`config.mk`:
```
export PLATFORM = sky130hd
export DESIGN_NAME = sha256_msg_sched
export DESIGN_NICKNAME = d
export VERILOG_FILES = /design/src/rtl/sha256_msg_sched.sv
export SDC_FILE = /design/constraint.sdc
export NUM_CORES = 2
export LEC_CHECK = 0
export BUFFER_PORTS_ARGS = -buffer_cell sky130_fd_sc_hd__buf_2
export CORE_ASPECT_RATIO = 0.7
export CORE_MARGIN = 10
export CORE_UTILIZATION = 35
export CTS_CLUSTER_DIAMETER = 100
export DETAILED_ROUTE_END_ITERATION = 6
export HOLD_SLACK_MARGIN = 0.15
export PLACE_DENSITY = 0.62
export SLEW_MARGIN = 20
export SYNTH_ARGS = -nofsm -noshare
export SYNTH_HDL_FRONTEND = slang
export SYNTH_SLANG_ARGS = --single-unit
export TNS_END_PERCENT = 1
```
`constraint.sdc`:
```
create_clock -name clk -period 21.6 [get_ports clk]
set_input_delay 1.08 -clock clk [delete_from_list [all_inputs] [get_ports clk]]
set_output_delay 1.08 -clock clk [all_outputs]
set_load 0.02 [all_outputs]
```
`src/rtl/sha256_msg_sched.sv`:
```
// SHA-256 message schedule: loads 16 block words serially, then emits W_0..W_{NUM_WORDS-1}.
// Optional macro SHA256_MSG_SCHED_BLKCNT_EN adds a completed-block counter output blk_cnt.
module sha256_msg_sched #(
  parameter int NUM_WORDS = 64
) (
  input  logic        clk,
  input  logic        rst,
  input  logic        in_valid,
  output logic        in_ready,
  input  logic [31:0] in_word,
  output logic        out_valid,
  input  logic        out_ready,
  output logic [31:0] out_word,
  output logic [5:0]  out_idx,
  output logic        out_last,
`ifdef SHA256_MSG_SCHED_BLKCNT_EN
  output logic [31:0] blk_cnt,
`endif
  output logic        busy
);

  // state    | meaning
  // S_LOAD   | t = 0..15, passing input words through and filling the window
  // S_EXPAND | t = 16..NUM_WORDS-1, generating words from the window
  typedef enum logic {S_LOAD = 1'b0, S_EXPAND = 1'b1} state_e;

  localparam logic [6:0] T_END    = 7'(NUM_WORDS);
  localparam logic [5:0] IDX_LAST = 6'(NUM_WORDS - 1);

  state_e            state_q, state_d;
  logic [6:0]        t_q, t_d;
  logic [15:0][31:0] win_q;
  logic [31:0]       out_word_q;
  logic [5:0]        out_idx_q;
  logic              out_valid_q;
  logic              busy_q;

  logic        adv;
  logic        load_fire;
  logic        exp_fire;
  logic        last_take;
  logic [31:0] exp_word;
  logic [31:0] new_word;

  function automatic logic [31:0] sigma0(input logic [31:0] x);
    return {x[6:0], x[31:7]} ^ {x[17:0], x[31:18]} ^ (x >> 3);
  endfunction

  function automatic logic [31:0] sigma1(input logic [31:0] x);
    return {x[16:0], x[31:17]} ^ {x[18:0], x[31:19]} ^ (x >> 10);
  endfunction

  assign adv       = !out_valid_q || out_ready;
  assign out_last  = out_valid_q && (out_idx_q == IDX_LAST);
  assign last_take = out_last && out_ready;
  assign exp_word  = sigma1(win_q[1]) + win_q[6] + sigma0(win_q[14]) + win_q[15];
  assign new_word  = (state_q == S_LOAD) ? in_word : exp_word;

  always_ff @(posedge clk or posedge rst) begin
    if (rst) begin
      state_q <= S_LOAD;
      t_q     <= '0;
    end else begin
      state_q <= state_d;
      t_q     <= t_d;
    end
  end

  // t parks at NUM_WORDS after the last word until that word is consumed.
  always_comb begin
    state_d = state_q;
    t_d     = t_q;
    if (last_take) begin
      state_d = S_LOAD;
      t_d     = '0;
    end else if (load_fire || exp_fire) begin
      t_d = t_q + 7'd1;
      if (load_fire && (t_q == 7'd15)) state_d = S_EXPAND;
    end
  end

  always_comb begin
    in_ready  = 1'b0;
    load_fire = 1'b0;
    exp_fire  = 1'b0;
    case (state_q)
      S_LOAD: begin
        in_ready  = adv && !rst;
        load_fire = adv && !rst && in_valid;
      end
      S_EXPAND: exp_fire = adv && (t_q < T_END);
      default: ;
    endcase
  end

  always_ff @(posedge clk or posedge rst) begin
    if (rst) begin
      win_q       <= '0;
      out_word_q  <= '0;
      out_idx_q   <= '0;
      out_valid_q <= 1'b0;
      busy_q      <= 1'b0;
    end else begin
      if (load_fire || exp_fire) begin
        out_word_q  <= new_word;
        out_idx_q   <= t_q[5:0];
        out_valid_q <= 1'b1;
        win_q       <= {win_q[14:0], new_word};
      end else if (out_ready) begin
        out_valid_q <= 1'b0;
      end
      if (load_fire) busy_q <= 1'b1;
      else if (last_take) busy_q <= 1'b0;
    end
  end

`ifdef SHA256_MSG_SCHED_BLKCNT_EN
  logic [31:0] blk_cnt_q;
  always_ff @(posedge clk or posedge rst) begin
    if (rst) blk_cnt_q <= '0;
    else if (last_take) blk_cnt_q <= blk_cnt_q + 32'd1;
  end
  assign blk_cnt = blk_cnt_q;
`endif

  assign out_valid = out_valid_q;
  assign out_word  = out_word_q;
  assign out_idx   = out_idx_q;
  assign busy      = busy_q;

endmodule

```
==> metrics.cfg <==
[synth]
synthCells = 2777
synth-main-ff-cell = dfrtp_1
synth_edf_count = 0
netlist_area_um2 = 24570
ys_seq_area_frac = 0.5378
yosysMostFrequentCell = nand2_1
synth.largest_area_cell = dfrtp_1
ys_seq_elements = 528
avgSynthCellArea_um2 = 8.846
yosys_warnings = 0
ys_top_cells_by_area = dfrtp_1 54%, nand2_1 20%, fa_1 5.1%, xnor2_1 3.2%, o21ai_0 2.5%
yosys-top-cells-count = 1329 x nand2_1, 528 x dfrtp_1, 131 x inv_1
async_flop_share = 1.000
yosysTopAreaCellShare = 0.5378
synth_cell_types = 57
syn-num-nets = 2907

[setup_path]
cp_max_fo = 7
cpMaxStageDelayCell = dfrtp_1
crit_type = register to register
max_stage_delay_ns = 0.70
crit_start = win_q[56]$_DFFE_PP0P_
required_ns = 22.04
crit_path_cell_trace = xor2_1, xnor2_1, fa_1, fa_1, inv_1, ha_1, a21oi_1, o21ai_0, a221oi_1, o31ai_4, a41oi_2, xor2_1, o22ai_1
cp-end-kind = register
r2r_start = win_q[56]$_DFFE_PP0P_
cp.arrival_ns = 5.08
critPathLaunchType = register

[sta]
fin_crit_ns = 4.643
fin_worst_skew_ns = 0.01687
hold_viol_final = 0
rsz0062_at_grt = false
period_share = 0.2150
hold_ws_ns = 0.4575
fmax_ghz = 0.2154
fin_ws_ns = 16.96
worstMarginPinSlew_ns = 1.000
slew_headroom = 0.3331
slew_viol_final = 0
final.setup.tns_ns = 0
setup_viol = 0

[min_path]
hp-class = register to register
min_from = win_q[412]$_DFFE_PP0P_

[clock_network]
post_cts_resized = 0
clock_tree.htree_level_count = 2
clk_pin_slew_worst_paths_ns = 0.07
cts.sinks = 528
clk_latency_ns = 0.60
cts_tree = yes
postCtsHoldBufs = 0
cts-root-buf = clkbuf_16
cts_buffer_depth = 3
post_cts_buffers = 0
cts_buffers = 49

[floorplanning]
fp-row-count = 81
fp.coreArea_um2 = 69730
fp.dieW_um = 336.7
die_h_um = 241.7
dieArea_um2 = 81350
start_util = 0.3523
io_pins = 78

[global_route]
grt_start_max_net_pins = 185
grt_pass1_vias = 16670
overflow = 0
antenna_found_initial = 0
grt_pass1_wl_um = 95810
grtUsageTotal = 0.1457

[place]
hpwl_um = 39860
port_buffers = 77
gp_congestion = 0.9595
post-place-cells = 3581
dp_slack_ns = 16.40

[routing]
drtIter0Drc = 1699
avgRoutedWirePerCell_um = 16.26
routed_wl_um = 59660
route.detailed.drc = 0
avgViaCountPerCell = 4.690
dr.pass1.iters = 6
via_count = 17210
antenna_left = 0

[flow_run]
cap_violations = 0

[cells_and_area]
instances_no_fill = 3670
drive_gt1_frac = 0.06858
nets = 2850
syn2layout_area_growth_pct = 9.952

[status]
outcome = completed

==> critical path, delay by kind of cell (launching register included) <==
family          cells  cell delay [ns]
buf+inv             1             0.05
flops               1             0.70
compound gates      6             1.45
xor+xnor            3             0.82
fa+ha+maj           3             1.48
==> registers in the layout, summed over array words and instances (netlist names) <==
name	flops
out_idx	6
out_valid	1
win_q	480
out_word	32
t_q	7
state_q	1
busy	1
==> cells by family after synthesis <==
family,Yosys count,synth area share
xor+xnor,150,0.05348
mux,6,0.002445
fa+ha+maj,94,0.06682
compound gates,244,0.05852
buf+inv,332,0.05806
simple gates,1423,0.2228
flops,528,0.5378
==> through the flow <==
stage                       util  cell area, um2
after floorplan                -           24570
after global placement    0.3630           25310
after detailed placement  0.3630           25310
after CTS                 0.3870           26980
after global routing      0.3873           27010
final                     0.3874           27010
==> metal layers <==
layer,GRT usage,wire length [um],up-vias
met4,0.02757,998,0
met2,0.1923,23140,465
met3,0.04275,5188,83
met5,0,0,-
li1,-,-,8371
met1,0.2296,30330,8293
==> path summary, 6_finish.rpt <==
check                                      endpoint  slack (ns)  depth (start not counted)
setup / recovery           out_word[29]$_DFFE_PP0P_       16.96                         13
hold / removal               win_q[444]$_DFFE_PP0P_        0.46                          2
setup reg to reg           out_word[29]$_DFFE_PP0P_       16.96                         13
hold reg to reg              win_q[444]$_DFFE_PP0P_        0.46                          2
max in group asynchronous    win_q[469]$_DFFE_PP0P_       19.40                          3
min in group asynchronous     win_q[58]$_DFFE_PP0P_        0.61                          2
==> placed cells by master (no fill, tap or decap), types with 4 or more instances in the layout <==
master and instances:
a211oi_1 4, a21o_1 8, a21oi_1 52, a31oi_1 10, and3_1 10, buf_2 77, buf_4 13, bufinv_16 4
clkbuf_1 11, clkbuf_16 50, clkbuf_8 12, clkinv_2 5, dfrtp_1 528, fa_1 62, ha_1 32, inv_1 130
mux2i_1 6, nand2_1 1329, nand3_1 9, nand4_1 7, nor2_1 43, nor3_1 7, o211ai_1 4, o21a_1 4
o21ai_0 125, o22ai_1 8, xnor2_1 91, xor2_1 59
==> cell type report <==
| cell class | instances | area, um2 |
|---|---|---|
| Tap cell | 913 | 1142 |
| Multi-Input combinational cell | 1917 | 9937 |
| Fill cell | 7037 | 42720 |
| Antenna cell | 1 | 2.502 |
| Inverter | 131 | 499.2 |
| Sequential cell | 528 | 13210 |
| Clock buffer | 73 | 1458 |
| Clock inverter | 14 | 209.0 |
| Timing Repair Buffer | 93 | 550.5 |
Power is left out: the tool's default activity adds up to more than one toggle a clock period on the data nets, which glitch-free logic cannot reach.
